## config.mk

```make
export PLATFORM = sky130hd
export DESIGN_NAME = corelet_seq_flat
export DESIGN_NICKNAME = d
export VERILOG_FILES = /design/src/rtl/corelet_seq_if.sv /design/src/rtl/corelet_seq.sv /design/src/flat_wrapper.sv
export SDC_FILE = /design/constraint.sdc
export NUM_CORES = 1
export LEC_CHECK = 0
export CAP_MARGIN = 10
export CORE_ASPECT_RATIO = 0.8
export CORE_UTILIZATION = 50
export CTS_CLUSTER_SIZE = 24
export DETAILED_ROUTE_END_ITERATION = 8
export DONT_BUFFER_PORTS = 1
export PLACE_DENSITY_LB_ADDON = 0.1
export REMOVE_ABC_BUFFERS = 1
export SETUP_SLACK_MARGIN = 0.02
export SYNTH_ARGS = -nofsm -noshare
export SYNTH_HDL_FRONTEND = slang
export SYNTH_SLANG_ARGS = --single-unit
```

## constraint.sdc

```tcl
create_clock -name clk -period 5.4 [get_ports clk]
set_input_delay 1.08 -clock clk [delete_from_list [all_inputs] [get_ports clk]]
set_output_delay 1.08 -clock clk [all_outputs]
set_load 0.01 [all_outputs]
```

## src/rtl/corelet_seq_if.sv

```systemverilog
// Control/memory bus between the corelet sequencer and the corelet datapath:
// the in_ctrl word, the xmem read port, the pmem port and the datapath status flags.
interface corelet_seq_if #(
  parameter int unsigned xaddr_w = 11,
  parameter int unsigned paddr_w = 11
) ();
  logic [11:0]        in_ctrl;
  logic               xmem_cen;
  logic [xaddr_w-1:0] xmem_addr;
  logic               pmem_cen;
  logic               pmem_wen;
  logic [paddr_w-1:0] pmem_addr;
  logic               ofifo_valid;
  logic               l0_full;

  modport master (
    output in_ctrl, xmem_cen, xmem_addr, pmem_cen, pmem_wen, pmem_addr,
    input  ofifo_valid, l0_full
  );

  modport slave (
    input  in_ctrl, xmem_cen, xmem_addr, pmem_cen, pmem_wen, pmem_addr,
    output ofifo_valid, l0_full
  );
endinterface

```

## src/rtl/corelet_seq.sv

```systemverilog
// Conv-pass sequencer for the corelet: per kij loads weights, streams activations,
// then folds each ofifo output row into pmem through the sfp, with optional ReLU on the last kij.
module corelet_seq #(
  parameter int unsigned row     = 8,
  parameter int unsigned col     = 8,
  parameter int unsigned n_act   = 36,
  parameter int unsigned n_kij   = 9,
  parameter int unsigned xaddr_w = 11,
  parameter int unsigned paddr_w = 11,
  parameter int unsigned w_base  = 1024
) (
  input  logic            clk,
  input  logic            reset,
  input  logic            start,
  input  logic            relu_en,
  corelet_seq_if.master   bus,
  output logic            busy,
  output logic            done,
  output logic            err
);

  localparam int unsigned CNT_MAX = (row + col > n_act + 1) ? row + col : n_act + 1;
  localparam int unsigned CNT_W   = $clog2(CNT_MAX + 1);
  localparam int unsigned KIJ_W   = $clog2(n_kij + 1);
  localparam int unsigned O_W     = $clog2(n_act + 1);

  localparam logic [CNT_W-1:0] WWR_LAST  = CNT_W'(col);
  localparam logic [CNT_W-1:0] WLD_LAST  = CNT_W'(col - 1);
  localparam logic [CNT_W-1:0] GAP_LAST  = CNT_W'(row + col - 1);
  localparam logic [CNT_W-1:0] AWR_LAST  = CNT_W'(n_act);
  localparam logic [CNT_W-1:0] EXEC_LAST = CNT_W'(n_act - 1);
  localparam logic [O_W-1:0]   O_LAST    = O_W'(n_act - 1);
  localparam logic [KIJ_W-1:0] KIJ_LAST  = KIJ_W'(n_kij - 1);

  localparam int unsigned B_L0_WR     = 2;
  localparam int unsigned B_L0_RD     = 3;
  localparam int unsigned B_OFIFO_RD  = 6;
  localparam int unsigned B_SFP_ACC   = 7;
  localparam int unsigned B_SFP_RELU  = 8;
  localparam int unsigned B_SFP_RESET = 10;
  localparam int unsigned B_SFP_SEL   = 11;

  typedef enum logic [3:0] {
    S_IDLE,
    S_W_WR,
    S_W_LD,
    S_GAP,
    S_A_WR,
    S_EXEC,
    S_ACC_RST,
    S_ACC_PSUM,
    S_ACC_OF,
    S_ACC_RELU,
    S_ACC_WR,
    S_DONE
  } state_t;

  state_t             state, state_n;
  logic [CNT_W-1:0]   cnt, cnt_n;
  logic [KIJ_W-1:0]   kij, kij_n;
  logic [O_W-1:0]     o, o_n;
  logic               relu_q;

  logic [11:0]        ctrl;
  logic               xcen;
  logic [xaddr_w-1:0] xaddr;
  logic               pcen;
  logic               pwen;
  logic [paddr_w-1:0] paddr;

  always_ff @(posedge clk or negedge reset) begin
    if (!reset) begin
      state  <= S_IDLE;
      cnt    <= '0;
      kij    <= '0;
      o      <= '0;
      relu_q <= 1'b0;
      err    <= 1'b0;
    end else begin
      state <= state_n;
      cnt   <= cnt_n;
      kij   <= kij_n;
      o     <= o_n;
      if (state == S_IDLE && start) relu_q <= relu_en;
      if (ctrl[B_L0_WR] && bus.l0_full) err <= 1'b1;
    end
  end

  always_comb begin
    state_n = state;
    cnt_n   = '0;
    kij_n   = kij;
    o_n     = o;
    ctrl    = '0;
    xcen    = 1'b1;
    xaddr   = '0;
    pcen    = 1'b1;
    pwen    = 1'b1;
    paddr   = '0;
    busy    = 1'b1;
    done    = 1'b0;

    case (state)
      S_IDLE: begin
        busy  = 1'b0;
        kij_n = '0;
        o_n   = '0;
        if (start) state_n = S_W_WR;
      end

      // Reads run on cycles 0..col-1; the L0 write trails by one cycle to
      // absorb the xmem read latency, hence the extra trailing cycle.
      S_W_WR: begin
        if (cnt != WWR_LAST) begin
          xcen  = 1'b0;
          xaddr = xaddr_w'(w_base + kij * col + cnt);
        end
        ctrl[B_L0_WR] = (cnt != '0);
        if (cnt == WWR_LAST) state_n = S_W_LD;
        else                 cnt_n   = cnt + 1'b1;
      end

      S_W_LD: begin
        ctrl[B_L0_RD] = 1'b1;
        ctrl[1:0]     = 2'b01;
        if (cnt == WLD_LAST) state_n = S_GAP;
        else                 cnt_n   = cnt + 1'b1;
      end

      S_GAP: begin
        if (cnt == GAP_LAST) state_n = S_A_WR;
        else                 cnt_n   = cnt + 1'b1;
      end

      S_A_WR: begin
        if (cnt != AWR_LAST) begin
          xcen  = 1'b0;
          xaddr = xaddr_w'(kij * n_act + cnt);
        end
        ctrl[B_L0_WR] = (cnt != '0);
        if (cnt == AWR_LAST) state_n = S_EXEC;
        else                 cnt_n   = cnt + 1'b1;
      end

      S_EXEC: begin
        ctrl[B_L0_RD] = 1'b1;
        ctrl[1:0]     = 2'b10;
        if (cnt == EXEC_LAST) state_n = S_ACC_RST;
        else                  cnt_n   = cnt + 1'b1;
      end

      S_ACC_RST: begin
        ctrl[B_SFP_RESET] = 1'b1;
        if (kij != '0) begin
          pcen    = 1'b0;
          paddr   = paddr_w'(o);
          state_n = S_ACC_PSUM;
        end else begin
          state_n = S_ACC_OF;
        end
      end

      S_ACC_PSUM: begin
        ctrl[B_SFP_SEL] = 1'b1;
        ctrl[B_SFP_ACC] = 1'b1;
        state_n         = S_ACC_OF;
      end

      // The only stalling step: ofifo_rd is gated by ofifo_valid in the same cycle.
      S_ACC_OF: begin
        if (bus.ofifo_valid) begin
          ctrl[B_OFIFO_RD] = 1'b1;
          ctrl[B_SFP_ACC]  = 1'b1;
          state_n = (kij == KIJ_LAST && relu_q) ? S_ACC_RELU : S_ACC_WR;
        end
      end

      S_ACC_RELU: begin
        ctrl[B_SFP_RELU] = 1'b1;
        state_n          = S_ACC_WR;
      end

      S_ACC_WR: begin
        pcen  = 1'b0;
        pwen  = 1'b0;
        paddr = paddr_w'(o);
        if (o == O_LAST) begin
          o_n = '0;
          if (kij == KIJ_LAST) begin
            state_n = S_DONE;
          end else begin
            kij_n   = kij + 1'b1;
            state_n = S_W_WR;
          end
        end else begin
          o_n     = o + 1'b1;
          state_n = S_ACC_RST;
        end
      end

      S_DONE: begin
        busy    = 1'b0;
        done    = 1'b1;
        kij_n   = '0;
        state_n = S_IDLE;
      end

      default: begin
        busy    = 1'b0;
        state_n = S_IDLE;
      end
    endcase
  end

  assign bus.in_ctrl   = ctrl;
  assign bus.xmem_cen  = xcen;
  assign bus.xmem_addr = xaddr;
  assign bus.pmem_cen  = pcen;
  assign bus.pmem_wen  = pwen;
  assign bus.pmem_addr = paddr;

endmodule

```

## src/flat_wrapper.sv

```systemverilog
// flat-port wrapper written by rule: the top's interface ports become plain ports
module corelet_seq_flat 
#(
  parameter int unsigned row     = 8,
  parameter int unsigned col     = 8,
  parameter int unsigned n_act   = 36,
  parameter int unsigned n_kij   = 9,
  parameter int unsigned xaddr_w = 11,
  parameter int unsigned paddr_w = 11,
  parameter int unsigned w_base  = 1024
)
  (clk, reset, start, relu_en, busy, done, err, bus_in_ctrl, bus_xmem_cen, bus_xmem_addr, bus_pmem_cen, bus_pmem_wen, bus_pmem_addr, bus_ofifo_valid, bus_l0_full);
  corelet_seq_if #(.xaddr_w(xaddr_w), .paddr_w(paddr_w)) bus_i ();
  input  logic clk;
  input  logic reset;
  input  logic start;
  input  logic relu_en;
  output logic busy;
  output logic done;
  output logic err;
  output wire logic [$bits(bus_i.in_ctrl)-1:0] bus_in_ctrl;
  output wire logic [$bits(bus_i.xmem_cen)-1:0] bus_xmem_cen;
  output wire logic [$bits(bus_i.xmem_addr)-1:0] bus_xmem_addr;
  output wire logic [$bits(bus_i.pmem_cen)-1:0] bus_pmem_cen;
  output wire logic [$bits(bus_i.pmem_wen)-1:0] bus_pmem_wen;
  output wire logic [$bits(bus_i.pmem_addr)-1:0] bus_pmem_addr;
  input wire logic [$bits(bus_i.ofifo_valid)-1:0] bus_ofifo_valid;
  input wire logic [$bits(bus_i.l0_full)-1:0] bus_l0_full;
  assign bus_in_ctrl = bus_i.in_ctrl;
  assign bus_xmem_cen = bus_i.xmem_cen;
  assign bus_xmem_addr = bus_i.xmem_addr;
  assign bus_pmem_cen = bus_i.pmem_cen;
  assign bus_pmem_wen = bus_i.pmem_wen;
  assign bus_pmem_addr = bus_i.pmem_addr;
  assign bus_i.ofifo_valid = bus_ofifo_valid;
  assign bus_i.l0_full = bus_l0_full;
  corelet_seq #(.row(row), .col(col), .n_act(n_act), .n_kij(n_kij), .xaddr_w(xaddr_w), .paddr_w(paddr_w), .w_base(w_base)) u_core (.clk(clk), .reset(reset), .start(start), .relu_en(relu_en), .bus(bus_i), .busy(busy), .done(done), .err(err));
endmodule
```

# Word-level counts from Yosys, hierarchy flattened
# Cells that the tools add are included.
[totals] ff_bits=22 in_bits=6
[classes] n_mul=1 n_reduce_logical=14 add_sub_neg=6 muxes=45 eq_ne=29
[op_table] cell="4-bit 2-to-1 mux" n=12
[op_table] cell="11-bit one-hot mux with 2 select lines" n=2
[op_table] cell="4-bit one-hot mux with 11 select lines" n=1
[op_table] cell="6-bit 2-to-1 mux" n=7
[op_table] cell="6-bit one-hot mux with 5 select lines" n=1
[op_table] cell="11-bit 2-to-1 mux" n=2
[op_table] cell="4-bit == test, second input constant" n=5
[op_table] cell="6-bit == test, second input constant" n=3
[op_table] cell="4-bit by 3-bit == test with 1-bit output, second input constant" n=4
[op_table] cell="6-bit by 1-bit adder with 6-bit output, second input constant" n=2
[op_table] cell="6-bit by 4-bit == test with 1-bit output, second input constant" n=2
[op_table] cell="1-bit 2-to-1 mux" n=12
[op_table] cell="2-bit by 1-bit != test with 1-bit output, second input constant" n=6
[op_table] cell="6-bit one-hot mux with 2 select lines" n=1
[op_table] cell="10-bit by 6-bit adder with 11-bit output" n=1
[op_table] cell="11-bit by 6-bit adder with 11-bit output" n=1
[op_table] cell="11-bit by 7-bit adder with 11-bit output, first input constant" n=1
[op_table] cell="10-bit OR reduction" n=1
[op_table] cell="4-bit by 2-bit == test with 1-bit output, second input constant" n=2
[op_table] cell="4-bit by 4-bit multiplier with 8-bit output, second input constant" n=1
[op_table] cell="4-bit one-hot mux with 2 select lines" n=1
[op_table] cell="7-bit AND reduction" n=1
[op_table] cell="6-bit by 3-bit == test with 1-bit output, second input constant" n=1
[op_table] cell="2-bit != test, second input constant" n=3
[op_table] cell="14 further kinds" n=22

# Depth between registers and ports, before layout
[logic_depth] word_depth=5 ltp_mapped=7 mapped_depth_nobuf=7

# Worst setup path before layout
# No wires, ideal clock.
[synth_path] kind="register to output" from="register u_core.kij[0]" to="output port bus_xmem_addr[8]" required_time_ns=4.320 arrival_ns=1.845 n_path_buf=0 path_slack_ns=2.475 path_stages_with_launch=8 cell_sequence="dfrtp_1 > ha_1 > fa_1 > a21o_1 > a21oi_1 > nor2_1 > xnor2_1 > nor2_1"
[synth_between] elab_chain_len=4 elab_cells_between_ends=7
[synth_rtl] element="from (decl)" line_no="corelet_seq.sv:60" text="logic [KIJ_W-1:0] kij, kij_n;"
[synth_rtl] element="from (signal assigned)" line_no="corelet_seq.sv:82" text="kij <= kij_n;"
[synth_rtl] element="4-bit by 4-bit multiplier with 8-bit output / 11-bit by 7-bit adder with 11-bit output (equally long branches)" line_no="corelet_seq.sv:138, corelet_seq.sv:116"
[synth_rtl] element="10-bit by 6-bit adder with 11-bit output / 11-bit by 6-bit adder with 11-bit output (equally long branches)" line_no="corelet_seq.sv:138, corelet_seq.sv:116"
[synth_rtl] element="11-bit 2-to-1 mux, on equally long branches" line_no="corelet_seq.sv:136, corelet_seq.sv:114"
[synth_rtl] element="11-bit one-hot mux with 2 select lines (*)" line_no="corelet_seq.sv:103" text="case (state)"
[synth_rtl] element="to (decl)" line_no="flat_wrapper.sv:23" text="output wire logic [$bits(bus_i.xmem_addr)-1:0] bus_xmem_addr;"
# Mark *: on every way between the ends. The rest lies on a longest branch, timed or not.

# Worst setup path after layout
[layout_path] from="register u_core.kij[1]" to="output port bus_pmem_addr[1]"
[layout_between] elab_chain_len=3
[layout_rtl] element="4-bit nonzero test" line_no="corelet_seq.sv:154" text="if (kij != '0) begin"
[layout_rtl] element="6-bit 2-to-1 mux" line_no="corelet_seq.sv:154"
[layout_rtl] element="11-bit one-hot mux with 2 select lines" line_no="corelet_seq.sv:103"
[layout_rtl] element="to (decl)" line_no="flat_wrapper.sv:26" text="output wire logic [$bits(bus_i.pmem_addr)-1:0] bus_pmem_addr;"
# Every way passes these cells.

==> summary by stage <==
Outcome
The flow ran to the end, and the final reports show no timing, DRC or antenna violations.

Synthesis
For this run, the leading register cell type out of synthesis is sky130_fd_sc_hd__dfrtp_1. The number of different library cells used by synthesis comes to 56. Summing every instance area after synthesis gives 0.00215 sq mm.

For this run, the number of Yosys warnings is 0. The mean area per synthesized cell is 8.38 sq um. The async set or reset register ratio after synthesis is 1.00. After technology mapping, the gate count stands at 256. The post-synthesis sequential area ratio is 0.257. The synthesized design contains 0 enable-type register cells. The synthesized design contains 22 register bits.

Clocking
The number of setup buffers added after CTS is 0. Buffers inserted to repair hold after CTS numbered 0. The latest clock arrival within the worst-skew pair is 0.26 ns.

The clock slew at the register clock pins of the worst setup and hold paths is 0.08 ns. The tree is rooted in a sky130_fd_sc_hd__clkbuf_8. Gates resized during post-CTS repair numbered 0.

The number of clock buffers added by TritonCTS is 3. The maximum clock path buffer count is 2. The total number of clock tree sinks is 22. The TritonCTS clock tree is done. In this run the number of H-tree levels came out at 1.

Setup path
The launch point of the worst path is u_core.kij[1]$_DFFE_PN0P_. In this run the critical register-to-register path is captured at u_core.state[1]$_DFFE_PN0P_. Following the worst setup path forward leads to its endpoint at bus_pmem_addr[1]. The critical path start-end classification is reg2out. For the worst setup path, the data required time is 4.32 ns.

The endpoint arrival time on the critical path is 2.46 ns. The number of cells on the worst reg-to-reg path is 7. The worst register-to-register path begins at u_core.kij[1]$_DFFE_PN0P_.

The worst setup path is captured at an output port. In this run the worst path has a maximum fanout of 8. For flop-to-flop paths, the worst setup slack is 3.32 ns.

STA classifies the critical path startpoint as a flip-flop.

Job
The count of max-cap constraint violations is 0.

Finish
The most common cell after layout, fill and taps aside is sky130_fd_sc_hd__nor2_1. From synthesis to final layout, the design area changed by -0.466%. The top cell types in the final layout, fill and taps aside, are 25 x sky130_fd_sc_hd__nor2_1, 22 x sky130_fd_sc_hd__dfrtp_1, 18 x sky130_fd_sc_hd__nand2_1. The final layout contains 270 nets. The proportion of layout cells with a drive suffix above 1 is 0.0735. 0 antenna diodes ended up in the layout. With fillers left out, the area of the finished cells amounts to 0.00214 sq mm. Measured on the finished design, the core utilization comes to 0.540. The number of fill cells in the layout is 405.

Floorplanning
The initial utilization of the core area, before any placement, comes to 0.543. Pin placement for this block handled 46 I/O pins. The height of the die is 60.6 um. The die span in x is 75.2 um. The number of cell rows is 20.

The die covers 0.00456 sq mm. The core region is 0.00395 sq mm.

Power
The total power consumption of the routed design is 0.000798 W. The power density over cell area is 374 mW/mm^2. The static leakage is 0.953 nW. The worst-case IR drop observed on VDD is 0.302 mV.

STA
The worst clock skew is 0.00283 ns. For the pin with the worst max-slew slack, the measured transition is 0.612 ns. The fraction of the cycle the final worst path needs is 0.655. Once routing completed, OpenROAD measured the worst setup slack at 1.86 ns. Setup repair after global routing left no endpoint under its margin. Measured against its own limit, the worst slew margin works out to 0.592. Subtracting the final worst setup slack from the clock period gives 3.54 ns.

Derived from the worst setup path, the maximum achievable clock frequency is 0.283 GHz. The count of endpoints failing hold in the final timing report is 0. The final number of max-transition violations came to 0. Setup violations remaining at the end of the flow were counted as 0. Summed over all failing endpoints, the final setup total negative slack is 0 ns.

Place
The detailed placer's ending HPWL is 3.42 mm. The total placed instance area is 0.00209 sq mm. Routability-driven placement finished with a final weighted congestion of 0.845. The number of port buffers is 0. Timing analysis after detailed placement gives a worst setup slack of 2.12 ns.

GRT
The global-route usage over all layers is 0.209. The initial antenna violation count came to 0. The aggregate global routing overflow is 0.

The first-pass GRT wire length is 7.19 mm. Entering global routing, the biggest net connects 23 pins. The via count of the first global-routing pass is 1456.

Drt
The antenna violation net count after detailed routing is 0. The average vias per placed instance is 5.73. For this run, the detailed router's first-pass iteration total came to 4. After the first detailed-routing iteration, the DRC count stood at 101. For this run, design rule violations remaining after detail routing come to 0. The via count of the routed design is 1718. The total routed wirelength is 4.62 mm. In the final routed layout, each cell accounts on average for 15.4 um.

Worst hold path
The type of the worst min-delay path is in2async.
[synth_stat cells, types with 4 or more instances]
library cell,count,share of area
sky130_fd_sc_hd__nand2b_1,8,0.023
sky130_fd_sc_hd__nand2_1,18,0.031
sky130_fd_sc_hd__a21o_1,6,0.021
sky130_fd_sc_hd__ha_1,15,0.087
sky130_fd_sc_hd__dfrtp_1,22,0.26
sky130_fd_sc_hd__nor2_1,25,0.044
sky130_fd_sc_hd__nor2b_1,9,0.026
sky130_fd_sc_hd__a21oi_1,9,0.021
sky130_fd_sc_hd__buf_2,6,0.014
sky130_fd_sc_hd__nand3_1,16,0.037
sky130_fd_sc_hd__xor2_1,12,0.049
sky130_fd_sc_hd__o21ai_0,15,0.035
sky130_fd_sc_hd__buf_4,10,0.035
sky130_fd_sc_hd__inv_1,11,0.019
sky130_fd_sc_hd__xnor2_1,4,0.016
[flip-flops by register name, indices dropped and copies added (netlist names)]
register / count
u_core.state: 4
u_core.o: 6
u_core.err: 1
u_core.relu_q: 1
u_core.kij: 4
u_core.cnt: 6
[layout make-up]
cell class / count / area [sq um] / area share
inverters: 11 / 41.3 / 0.0193
multi-input cells: 209 / 1430 / 0.671
clock buffers: 3 / 41.3 / 0.0193
flip-flops and latches: 22 / 551 / 0.258
well taps: 55 / 68.8 / 0.0322
[metal layers]
layer  track usage  part of all wire  up-vias
met1         0.303              0.51      797
met4        0.0370            0.0048        0
li1              -                 -      872
met3        0.0365             0.044        2
met5             0                 0        -
met2         0.331              0.44       47
[critical path, stage by stage (launching register included)]
cell                      delay [ns]
sky130_fd_sc_hd__dfrtp_1        0.53
sky130_fd_sc_hd__inv_1          0.13
sky130_fd_sc_hd__ha_1           0.16
sky130_fd_sc_hd__nor3b_1        0.51
sky130_fd_sc_hd__nor3_1         0.09
sky130_fd_sc_hd__nor2_1         0.48
sky130_fd_sc_hd__and2b_1        0.29
[worst min-delay path by stage]
stage | start | end | slack, ns | cells past startpoint
2_1_floorplan | u_core.cnt[0]$_DFF_PN0_ | u_core.cnt[0]$_DFF_PN0_ | 0.47 | 1
3_3_place_gp | u_core.cnt[0]$_DFF_PN0_ | u_core.cnt[0]$_DFF_PN0_ | 0.50 | 1
3_5_place_dp | u_core.cnt[0]$_DFF_PN0_ | u_core.cnt[0]$_DFF_PN0_ | 0.51 | 1
4_1_cts | reset | u_core.cnt[4]$_DFF_PN0_ | 0.49 | 0
5_1_grt | reset | u_core.cnt[2]$_DFF_PN0_ | 0.49 | 0
6_report | reset | u_core.cnt[2]$_DFF_PN0_ | 0.50 | 0
[power by group]
group / leakage (nW) / internal, W / switching [W]
clock network: 0.0216 / 0.0000499 / 0.0000546
registers: 0.293 / 0.000197 / 0.0000868
logic: 0.638 / 0.000169 / 0.000240
[cell families (layout without fill, tap and decap cells)]
kind of cell             Yosys count  after routing  synth area share
AND/OR/NAND/NOR                  104            104             0.268
AO/OA/AOI/OAI                     62             62             0.202
buffers and inverters             32             14            0.0875
flip-flops                        22             22             0.257
adder cells (fa/ha/maj)           17             17             0.106
XOR/XNOR                          16             16            0.0653
multiplexers                       2              2            0.0122
other                              1              8           0.00175
[per-stage QoR]
step / hold slack, ns / std cells
2_1_floorplan: 0.467 / 242
3_3_place_gp: 0.502 / 297
3_5_place_dp: 0.509 / 297
4_1_cts: 0.490 / 300
5_1_grt: 0.487 / 300
6_report: 0.501 / 300
Power figures use the tool's default switching activity.
